$ cat src/rtl/palette_arbiter.sv
// palette_arbiter
//   Shares one 16-entry, 12-bit (4:4:4 RGB) writable palette between NREQ
//   sprite/background layer requesters. A round-robin arbiter grants one
//   lookup per clock; the granted colour index is resolved to RGB on the
//   following edge and returned with the requester ID and a transparency flag.
//
// Ports
//   Clk          system clock
//   Reset        synchronous, active-high reset
//   req          per-requester lookup request (level, held until granted)
//   idx          flat index bus, requester i uses idx[4i+3:4i]
//   gnt          one-hot grant, combinational in the request cycle
//   freeze       suppresses all grants while high (palette writes continue)
//   wr_en        palette write strobe
//   wr_addr      palette entry to write
//   wr_data      {R,G,B}, 4 bits each
//   rsp_valid    response valid (one cycle after a grant)
//   rsp_id       requester ID of the response
//   red/green/blue  looked-up colour; hold their value when rsp_valid=0
//   transparent  looked-up index equals TRANSP_IDX
module palette_arbiter #(
  parameter int         NREQ       = 4,
  parameter int         IDW        = 3,
  parameter logic [3:0] TRANSP_IDX = 4'd0
) (
  input  logic              Clk,
  input  logic              Reset,
  input  logic [NREQ-1:0]   req,
  input  logic [4*NREQ-1:0] idx,
  output logic [NREQ-1:0]   gnt,
  input  logic              freeze,
  input  logic              wr_en,
  input  logic [3:0]        wr_addr,
  input  logic [11:0]       wr_data,
  output logic              rsp_valid,
  output logic [IDW-1:0]    rsp_id,
  output logic [3:0]        red,
  output logic [3:0]        green,
  output logic [3:0]        blue,
  output logic              transparent
);

  logic [IDW-1:0] ptr_q, ptr_d;
  logic [11:0]    pal_q [16];
  logic [11:0]    pal_d [16];
  logic           rsp_valid_q, rsp_valid_d;
  logic [IDW-1:0] rsp_id_q, rsp_id_d;
  logic [11:0]    rgb_q, rgb_d;
  logic           transp_q, transp_d;

  logic           hi_found_s, lo_found_s;
  logic [IDW-1:0] hi_id_s, lo_id_s, win_id_s;
  logic           grant_en_s;
  logic [3:0]     sel_idx_s;
  logic [NREQ-1:0] gnt_s;

  // Round-robin search: the first requester at or above the pointer wins
  // ("hi" pass); if none exists the search wraps to the lowest requester
  // overall ("lo" pass). Ternaries keep the first hit of each pass.
  always_comb begin
    hi_found_s = 1'b0;
    hi_id_s    = '0;
    lo_found_s = 1'b0;
    lo_id_s    = '0;
    for (int i = 0; i < NREQ; i++) begin
      hi_id_s    = (req[i] && !hi_found_s && (i >= int'(ptr_q))) ? IDW'(i) : hi_id_s;
      hi_found_s = hi_found_s | (req[i] && (i >= int'(ptr_q)));
      lo_id_s    = (req[i] && !lo_found_s) ? IDW'(i) : lo_id_s;
      lo_found_s = lo_found_s | req[i];
    end
    win_id_s   = hi_found_s ? hi_id_s : lo_id_s;
    grant_en_s = lo_found_s && !freeze && !Reset;
  end

  // One-hot grant decode and mux of the winner's colour index.
  always_comb begin
    gnt_s     = '0;
    sel_idx_s = 4'd0;
    for (int i = 0; i < NREQ; i++) begin
      gnt_s[i]  = grant_en_s && (win_id_s == IDW'(i));
      sel_idx_s = (win_id_s == IDW'(i)) ? idx[4*i +: 4] : sel_idx_s;
    end
  end

  // Next-state: response capture, pointer advance and palette write.
  // The lookup reads pal_q, so a same-cycle write to the same entry is
  // seen only by lookups granted from the next cycle on.
  always_comb begin
    ptr_d       = ptr_q;
    rsp_valid_d = grant_en_s;
    rsp_id_d    = rsp_id_q;
    rgb_d       = rgb_q;
    transp_d    = transp_q;
    pal_d       = pal_q;
    if (grant_en_s) begin
      rsp_id_d = win_id_s;
      rgb_d    = pal_q[sel_idx_s];
      transp_d = (sel_idx_s == TRANSP_IDX);
      if (int'(win_id_s) == NREQ - 1) begin
        ptr_d = '0;
      end else begin
        ptr_d = win_id_s + IDW'(1);
      end
    end else begin
      ptr_d = ptr_q;
    end
    if (wr_en) begin
      pal_d[wr_addr] = wr_data;
    end else begin
      pal_d[wr_addr] = pal_q[wr_addr];
    end
  end

  // State registers with synchronous reset; reset also drops any response in flight.
  always_ff @(posedge Clk) begin
    if (Reset) begin
      ptr_q       <= '0;
      rsp_valid_q <= 1'b0;
      rsp_id_q    <= '0;
      rgb_q       <= 12'h000;
      transp_q    <= 1'b0;
      for (int i = 0; i < 16; i++) begin
        pal_q[i] <= 12'h000;
      end
    end else begin
      ptr_q       <= ptr_d;
      rsp_valid_q <= rsp_valid_d;
      rsp_id_q    <= rsp_id_d;
      rgb_q       <= rgb_d;
      transp_q    <= transp_d;
      for (int i = 0; i < 16; i++) begin
        pal_q[i] <= pal_d[i];
      end
    end
  end

  assign gnt         = gnt_s;
  assign rsp_valid   = rsp_valid_q;
  assign rsp_id      = rsp_id_q;
  assign red         = rgb_q[11:8];
  assign green       = rgb_q[7:4];
  assign blue        = rgb_q[3:0];
  assign transparent = transp_q;

endmodule
$ cat config.mk
export PLATFORM = sky130hd
export DESIGN_NAME = palette_arbiter
export DESIGN_NICKNAME = d
export VERILOG_FILES = /design/src/rtl/palette_arbiter.sv
export SDC_FILE = /design/constraint.sdc
export NUM_CORES = 1
export LEC_CHECK = 0
export ABC_AREA = 1
export CORE_ASPECT_RATIO = 0.6
export CORE_MARGIN = 4
export CORE_UTILIZATION = 53
export DETAILED_ROUTE_END_ITERATION = 10
export GPL_TIMING_DRIVEN = 0
export PLACE_DENSITY_LB_ADDON = 0.12
export SLEW_MARGIN = 20
export SYNTH_ARGS = -nofsm -noshare
export SYNTH_HDL_FRONTEND = slang
export SYNTH_SLANG_ARGS = --single-unit
$ cat constraint.sdc
create_clock -name Clk -period 2.6 [get_ports Clk]
set_input_delay 0.26 -clock Clk [delete_from_list [all_inputs] [get_ports Clk]]
set_output_delay 0.26 -clock Clk [all_outputs]
set_load 0.01 [all_outputs]
==> impl_metrics.toml <==
[cts]
cts_buffers = 21
htree_num_levels = 1
cts.clk_slew.worst_paths_ns = 0.08
hold_buffers = 0
cts_tree = "done"
cts.path.max_buffers = 3
root_buffer = "clkbuf_16"
cts.sinks = 210
worstSkewPairLatency_ns = 0.53

[worst_setup_path]
cp_cell_sequence = "inv_2 > a21oi_2 > nand3b_1 > a21oi_2 > nor2_2 > nand2_2 > inv_4 > ha_4 > buf_4 > o21ai_0 > nand2_1 > nand2_1 > o21ai_4 > inv_2 > buf_8 > nand3_4 > nand2_2 > nand2_2 > nand2_2"
crit_end = "rgb_q[8]"
slowest_delay_ns = 0.38
reg2reg_depth = 19
worstSetupStartpoint = "ptr_q[1]"
cp_common_cell = "nand2_2"
end_kind = "register"
rr_endpoint = "rgb_q[8]"
cp.required_ns = 3.06
worstPathMaxFanout = 10
timing.rr.start = "ptr_q[1]"
crit_arrival_ns = 3.48
slowest_stage = "dfxtp_4"
cp.depth = 19
criticalPathCategory = "register to register"
start_kind = "register"
critPathTopFamily = "simple AND/OR/NAND/NOR gates"
cp_num_buf_inv = 5
reg2reg_slack_ns = -0.42

[run]
cap_violations = 0

[synthesis]
async_flop_share = 0
synth_seq_cells = 210
synth_area_leader_cell = "dfxtp_1"
netlist_top_cells_count = "nand3_1, o21ai_0, dfxtp_1, inv_1, a21oi_1"
yosys_warnings = 0
yosysMostFrequentCell = "nand3_1"
netlist_area_um2 = 11210
synth_area_leaders = "dfxtp_1, nand3_1, o21ai_0"
synth_flop_cell = "dfxtp_1"
ys_seq_area_frac = 0.3752
syn-num-nets = 1678
syn_inst = 1634
postSynthAreaPerCell_um2 = 6.858
synth-edff-count = 0
ys_types = 32
yosysTopAreaCellShare = 0.3752

[sta]
hold_violations = 0
fin_worst_skew_ns = 0.01298
fin_crit_sh = 1.160
drv_slew = 0
finalSetupViolCount = 41
slew_headroom = 0.2902
holdWs_ns = 0.3429
fmax_mhz = 331.5
worst_slack_ns = -0.4165
fin_crit_ns = 3.017
rsz0062_at_grt = "true"
worst_pin_slew_ns = 1.065

[route]
wl_per_cell_um = 27.47
drc = 0
detail-route-antenna-nets = 0
first_pass_iters = 8
drt_iter0_markers = 2513
viasPerCell = 6.807
vias = 14010
wl_um = 56540

[placed_design]
dp_hpwl_um = 37980
io_buffers = 59
place_area_um2 = 12140
dpl.cell_count = 1966
place_congestion = 1.083

[global_route]
grt_pass1_wl_um = 80560
grt_usage = 0.4533
grt_max_degree = 15
overflow = 0
antenna_found_initial = 0
grt_pass1_vias = 12850

[cells_and_area]
syn2layout_area_growth_pct = 31.45
fin_nets = 1814
drive_gt1_frac = 0.2091
fin_area_um2 = 14730
fin_cells = 2058
final_util = 0.7232

[floorplan]
die-width_um = 195.7
core_area_um2 = 20370
io_pins = 61
start_util = 0.5501
rows = 40
die_height_um = 120.6
die-area_um2 = 23610

[min_path]
min_path_type = "primary input to register"

[pwr]
ir_drop_mv = 0.5855
power_density_nw_per_um2 = 740.4
leakagePower_uw = 0.005894

[run_status]
status = "complete, but fails checks"
violations = "setup timing"
repair_timing:
action | 4_1_cts | 5_1_grt
gates cloned | 8 | 0
endpoints found under the setup margin | 83 | 93
endpoints found under the hold margin | 0 | 0
resized for setup | 252 | 107
buffers inserted | 47 | 4
pin swaps | 55 | 42
placed cells by master (no fill, tap or decap), types with 7 or more instances in the layout:
cell	synthesis	final
a21oi_1	204	201
buf_12	0	19
buf_2	29	9
buf_4	30	62
buf_6	15	29
clkbuf_1	67	66
clkbuf_16	0	21
clkbuf_8	0	8
clkdlybuf4s50_1	0	54
dfxtp_1	210	208
inv_1	210	204
nand2_1	157	113
nand2_2	2	37
nand2_4	4	11
nand3_1	293	188
nand3_2	1	93
nand3_4	0	13
nor2_1	36	35
o21ai_0	217	206
o21ai_1	28	32
o22ai_1	96	96
o22ai_4	0	7
through the flow:
stage	setup WS (ns)	power [µW]	setup TNS (ns)
final	-0.4165	10910	-5.452
after detailed placement	-1.524	6294	-94.04
after global routing	-0.4918	11070	-5.689
after CTS	-0.1629	10320	-1.334
after floorplan	0.1032	5170	0
after global placement	-1.332	6247	-90.27
flip-flops by register name, summed over array words and instances (netlist names):
signal / flops
pal_q: 192
transparent: 1
ptr_q: 2
rsp_valid: 1
rgb_q: 12
rsp_id: 2
worst min-delay path by stage:
stage / end / startpoint / slack, ns / depth (start not counted)
2_1_floorplan: ptr_q[0] / Reset / 0.33 / 1
3_3_place_gp: rgb_q[10] / rgb_q[10] / 0.46 / 2
3_5_place_dp: rgb_q[0] / rgb_q[0] / 0.47 / 2
4_1_cts: rsp_id[1] / req[0] / 0.35 / 4
5_1_grt: ptr_q[0] / Reset / 0.38 / 2
6_report: ptr_q[0] / Reset / 0.34 / 2
layout make-up:
class	instances	area [µm²]
Multi-Input combinational cell	1066	6379
Fill cell	1567	5639
Sequential cell	210	4212
Timing Repair Buffer	115	1210
Buffer	141	1091
Inverter	215	819.5
Clock buffer	30	609.3
Tap cell	273	341.6
Clock inverter	7	66.31
Antenna cell	1	2.502
cells by family (layout without fill, tap and decap cells):
kind of cell             after synthesis  count (layout)  share of synthesized area
other                                  1               2                  0.0003346
buffers and inverters                358             508                     0.1433
AO/OA/AOI/OAI                        559             559                     0.2700
flip-flops                           210             210                     0.3752
adder cells (fa/ha/maj)                4               4                   0.004466
AND/OR/NAND/NOR                      502             502                     0.2068
worst register-to-register path, stage by stage, from the launching register on:
cell and delay, ns:
dfxtp_4 0.38, inv_2 0.05, a21oi_2 0.16, nand3b_1 0.17, a21oi_2 0.18, nor2_2 0.06
nand2_2 0.14, inv_4 0.08, ha_4 0.18, buf_4 0.14, o21ai_0 0.18, nand2_1 0.08
nand2_1 0.15, o21ai_4 0.13, inv_2 0.18, buf_8 0.23, nand3_4 0.18, nand2_2 0.13
nand2_2 0.07, nand2_2 0.07
per-layer routing:
layer / GRT usage / vias to the layer above / part of all wire
li1: - / 5860 / -
met1: 0.5802 / 6521 / 0.37
met2: 0.6468 / 1298 / 0.39
met3: 0.1952 / 328 / 0.17
met4: 0.2371 / 2 / 0.073
met5: 0 / - / 0.0011
where the power goes:
part | internal [µW] | total [µW] | switching (µW)
clock network | 1740 | 3130 | 1390
registers | 3370 | 3460 | 92.5
logic | 1590 | 4320 | 2730
total | 6700 | 10900 | 4210
No activity file was read; power rests on OpenSTA's default activity.
